**src/rtl/shift_seq_ctrl.sv**
```systemverilog
// rtl/shift_seq_ctrl.sv - multi-cycle one-bit-per-cycle shifter sequencer (SLL/SRL/SRA)
//
// Ports:
//   clk_i    in   1   clock, rising edge
//   rst_i    in   1   synchronous active-low reset
//   start_i  in   1   request to start a shift operation
//   flush_i  in   1   abandon any operation in progress
//   op_i     in   6   instruction opcode field (must be 0 for a shift)
//   funct_i  in   6   instruction funct field (0 SLL, 2 SRL, 3 SRA)
//   shamt_i  in   5   shift amount 0..31
//   data_i   in  32   operand
//   busy_o   out  1   shifting in progress
//   stall_o  out  1   pipeline stall request (combinational)
//   done_o   out  1   one-cycle result-valid pulse
//   data_o   out 32   result register (intermediate values visible while busy)

module shift_seq_ctrl (
    input  logic        clk_i,
    input  logic        rst_i,
    input  logic        start_i,
    input  logic        flush_i,
    input  logic [5:0]  op_i,
    input  logic [5:0]  funct_i,
    input  logic [4:0]  shamt_i,
    input  logic [31:0] data_i,
    output logic        busy_o,
    output logic        stall_o,
    output logic        done_o,
    output logic [31:0] data_o
);

    localparam logic [5:0] OP_SPECIAL = 6'd0;
    localparam logic [5:0] FUNCT_SLL  = 6'd0;
    localparam logic [5:0] FUNCT_SRL  = 6'd2;
    localparam logic [5:0] FUNCT_SRA  = 6'd3;

    // Only the low two funct bits are needed to tell the three shifts apart.
    localparam logic [1:0] SEL_SLL = 2'd0;
    localparam logic [1:0] SEL_SRL = 2'd2;
    localparam logic [1:0] SEL_SRA = 2'd3;

    typedef enum logic [1:0] {
        IDLE  = 2'd0,
        SHIFT = 2'd1,
        DONE  = 2'd2
    } state_t;

    state_t      state;
    logic [4:0]  cnt;
    logic [1:0]  op_sel;
    logic [31:0] result;
    logic        valid_req;

    assign valid_req = start_i && (op_i == OP_SPECIAL) &&
                       ((funct_i == FUNCT_SLL) || (funct_i == FUNCT_SRL) ||
                        (funct_i == FUNCT_SRA));

    assign data_o = result;

    // Stall covers the accepting cycle too, so the pipeline holds the
    // instruction that is about to occupy the shifter. Zero-amount shifts
    // complete in one cycle and never stall. Forced low while in reset.
    assign stall_o = rst_i &&
                     ((state == SHIFT) ||
                      ((state != SHIFT) && valid_req && (shamt_i != 5'd0)));

    always_ff @(posedge clk_i) begin
        if (!rst_i) begin
            state  <= IDLE;
            cnt    <= 5'd0;
            op_sel <= SEL_SLL;
            result <= 32'h0;
            busy_o <= 1'b0;
            done_o <= 1'b0;
        end else if (flush_i) begin
            // Result register deliberately left as-is.
            state  <= IDLE;
            cnt    <= 5'd0;
            busy_o <= 1'b0;
            done_o <= 1'b0;
        end else begin
            case (state)
                IDLE, DONE: begin
                    if (valid_req) begin
                        result <= data_i;
                        cnt    <= shamt_i;
                        op_sel <= funct_i[1:0];
                        if (shamt_i != 5'd0) begin
                            state  <= SHIFT;
                            busy_o <= 1'b1;
                            done_o <= 1'b0;
                        end else begin
                            state  <= DONE;
                            busy_o <= 1'b0;
                            done_o <= 1'b1;
                        end
                    end else begin
                        state  <= IDLE;
                        busy_o <= 1'b0;
                        done_o <= 1'b0;
                    end
                end

                SHIFT: begin
                    case (op_sel)
                        SEL_SRL: result <= {1'b0, result[31:1]};
                        SEL_SRA: result <= {result[31], result[31:1]};
                        default: result <= {result[30:0], 1'b0};
                    endcase
                    cnt <= cnt - 5'd1;
                    // cnt is never 0 here: entry requires a nonzero amount
                    // and we leave on the 1 -> 0 step.
                    if (cnt == 5'd1) begin
                        state  <= DONE;
                        busy_o <= 1'b0;
                        done_o <= 1'b1;
                    end
                end

                default: begin
                    state  <= IDLE;
                    cnt    <= 5'd0;
                    busy_o <= 1'b0;
                    done_o <= 1'b0;
                end
            endcase
        end
    end

endmodule

```
**config.mk**
```make
export PLATFORM = sky130hd
export DESIGN_NAME = shift_seq_ctrl
export DESIGN_NICKNAME = d
export VERILOG_FILES = /design/src/rtl/shift_seq_ctrl.sv
export SDC_FILE = /design/constraint.sdc
export NUM_CORES = 1
export LEC_CHECK = 0
export CAP_MARGIN = 5
export CORE_ASPECT_RATIO = 0.9
export CORE_MARGIN = 2
export CORE_UTILIZATION = 40
export DETAILED_ROUTE_END_ITERATION = 16
export GPL_TIMING_DRIVEN = 1
export HOLD_SLACK_MARGIN = 0.12
export PLACE_DENSITY = 0.75
export SETUP_SLACK_MARGIN = 0.3
export SLEW_MARGIN = 20
export SYNTH_ARGS = -nofsm -noshare
export SYNTH_HDL_FRONTEND = slang
export SYNTH_SLANG_ARGS = --single-unit
```
**constraint.sdc**
```tcl
create_clock -name clk_i -period 3.2 [get_ports clk_i]
set_input_delay 0.96 -clock clk_i [delete_from_list [all_inputs] [get_ports clk_i]]
set_output_delay 0.96 -clock clk_i [all_outputs]
set_load 0.01 [all_outputs]
```
==> impl_results.md <==
* Pleak at about 1.0 nW
* Final Max Tran Viols at 0
* Crit. End Element: primary output
* Sequential share of the synthesized area at around 34%
* Status: completed
* Hold path endpoint: data_o[31]$_SDFFE_PN0P_
* Yosys warning count at 0
* Hold Vio Cnt, Final at 0
* Mux share of post-synthesis cell area at roughly a quarter
* Tmin final at ~3.1 ns
* Hold Crit Class: reg -> reg
* Hold_buf cts at 0
* R2R Setup Slk at about 1 ns
* Rel. slew slack at 57.5%
* I/O pin count at 88
* Launching element type of the critical path: primary input
* Ant. Diodes at 0
* TritonCTS clock tree: done
* GRT overflow at 0
* Post-synthesis compound-gate area fraction at approximately 15%
* Commonest cells in the netlist: 72 x nand2_1, 63 x mux2i_1, 41 x dfxtp_1
* Num rows at 27
* Pin count of the biggest net entering global routing at 67
* Post-synth EDFFs at 0
* Post-synthesis simple-gate area fraction at between 10% and 20%
* Gr usage total at roughly a fifth
* # setup viols final at 0
* CTS Buf Count at 5
* I/O Buffers at 87
* Setup CP Type: in -> out
* Post-synth top area share at about a third
* Finished Layout Cells at around 450
* Post-synthesis xor/xnor area fraction at approximately 1.1%
* Worst Hold Depth at 2
* Fillcell total at 570
* Post-Synthesis Cells at roughly 290
* First DRT Iteration DRCs at between 80 and 90
* Pre-Repair DR Iteration Count at 4
* DIE WIDTH at 86.5 um
* Flop and latch count out of synthesis at 41
* Post-Syn Area per Cell at around 8.5 um^2
* Pre-CTS WS at -0.745 ns
* Max Cap Viol at 0
* RSZ-0062 raised after global routing: true
* GP Congestion at 0.832
* Initial antenna violation count at 0
* Fmax at 0.319 GHz
* Clk pin slew, worst setup/hold paths at 0.08 ns
* Pwr dens at 272 nW/um^2
* Worst-path fanout max at 2
* Largest family of logic cells by synthesized area: multiplexers
* Adder-Cell Fraction of Synth Area at between 1 and 1.5%
* Layout Nets at around 430
* Top post-synthesis cells by area: dfxtp_1 34%, mux2i_1 26%, nand2_1 11%
* Slew @ Worst Pin at 0.637 ns
* H-tree depth at 2
* Dpl hpwl at roughly 4.6 mm
* Clock tree sinks at 41
* CP startpoint: funct_i[4]
* WP data arrival at roughly 2.2 ns
* Hold path start: data_o[31]$_SDFFE_PN0P_
* Layout area overhead at 43.7%
* Required time worst endpoint at approximately 2.2 ns
* Total number of vias at ~2400
* Final period util at between 90% and 100%
* CTS max path bufs at 2
* First-pass GRT wire length at 10.4 mm
* Layout cells sized above 1 at 9.36%
* Residual DRC at 0
* Largest area contributor in the netlist: dfxtp_1
* Starting density of the core at around two fifths
* Post-Syn Nets at around 340
* Fraction of registers with async set/reset at 0%
* Synth cell types at 36
* Reg2reg start: busy_o$_SDFFE_PP0P_
* Antenna Nets Post-Route at 0
* Final worst slack at approximately 0.06 ns
* DP Cell Count at 438
* Most numerous cell in the Yosys netlist: nand2_1
* Clock root buffer: clkbuf_8
* Core Region at around 6000 um^2
* Via density at ~5.4
* Die Y at between 70 and 80 um
* Die ar. at about 6800 um^2
* Clock skew at around 0.0035 ns
* Main synth FF type: dfxtp_1
* Vias in the first global route at between 2000 and 2500
* Cell area after synthesis at 2450 um^2
* VDD IR-drop max at 0.155 mV
* Detailed-route wire length per cell at 14.5 um
* Routed wire length at 6.49 mm
* R2R cell count at 5
* Worst flop-to-flop path endpoint: data_o[28]$_SDFFE_PN0P_
* Clk Latency, worst-skew pair at between 0.2 and 0.3 ns
## registers in the layout, indices dropped and copies added, names as in the netlist
name	flops
busy_o	1
cnt	5
data_o	32
done_o	1
op_sel	2
## layer usage
layer  track usage, %  vias up  part of all wire, %
li1                 -     1200                    -
met1             25.3     1132                   47
met2             31.1       72                   46
met3             3.68        9                  5.8
met4             4.69        0                  1.2
met5                0        -                    0
## worst max-delay path by stage
| stage | endpoint | slack (ns) |
|---|---|---|
| 2_1_floorplan | stall_o | 0.04 |
| 3_3_place_gp | stall_o | -0.69 |
| 3_5_place_dp | stall_o | -0.75 |
| 4_1_cts | stall_o | 0.06 |
| 5_1_grt | stall_o | -0.004 |
| 6_report | stall_o | 0.06 |
## worst max-delay path: stages
cell	delay, ns
dlygate4sd2_1	0.24
or3_4	0.35
nor4_4	0.30
a21oi_1	0.10
nor2_1	0.10
buf_2	0.13
## through the flow
| stage | TNS [ns] | utilization (%) | cell area [um^2] | power (mW) | hold slack, ns |
|---|---|---|---|---|---|
| finish | 0 | 58.6 | 3520 | 0.957 | 0.495 |
| global route | -0.00424 | 58.6 | 3520 | 0.993 | 0.516 |
| CTS | 0 | 58.6 | 3520 | 0.968 | 0.498 |
| detailed placement | -5.72 | 57.2 | 3440 | 0.630 | 0.486 |
| global placement | -4.49 | 57.2 | 3440 | 0.628 | 0.466 |
| floorplan | 0 | - | 2460 | 0.555 | 0.450 |
## where the power goes
group	total (mW)	internal (mW)	switching [mW]
Combinational	0.106	0.0677	0.0381
Clock	0.342	0.171	0.170
Sequential	0.510	0.510	0.000130
## cells by family after synthesis
kind of cell | count (synthesis)
compound gates | 52
xor+xnor | 3
mux | 64
flops | 41
fa+ha+maj | 2
simple gates | 99
buf+inv | 27
## cell type report
class	instances	area (um^2)	share of cell area (%)
Tap cell	72	90.1	2.56
Multi-Input combinational cell	220	1530	43.5
Clock buffer	7	86.3	2.45
Inverter	6	22.5	0.640
Sequential cell	41	822	23.3
Timing Repair Buffer	100	967	27.5
## what timing repair did
item / in CTS / in global routing
setup endpoints to repair: 33 / 1
pin swaps: 6 / 0
gates cloned: 0 / 0
buffers inserted: 1 / 0
gates resized for setup: 32 / 0
## layout by cell type, fill, tap and decap left out, types with 3 or more instances in the layout
cell type	synthesis	layout
buf_4	0	11
o21ai_0	7	7
buf_2	0	5
nand2_1	72	72
mux2i_1	63	63
inv_1	6	6
nand3_1	4	4
clkdlybuf4s15_1	0	5
a21oi_1	7	7
o211ai_1	30	30
clkdlybuf4s50_1	0	74
nor2_1	3	3
clkbuf_8	0	6
dfxtp_1	41	40
(Power assumes the default switching activity.)
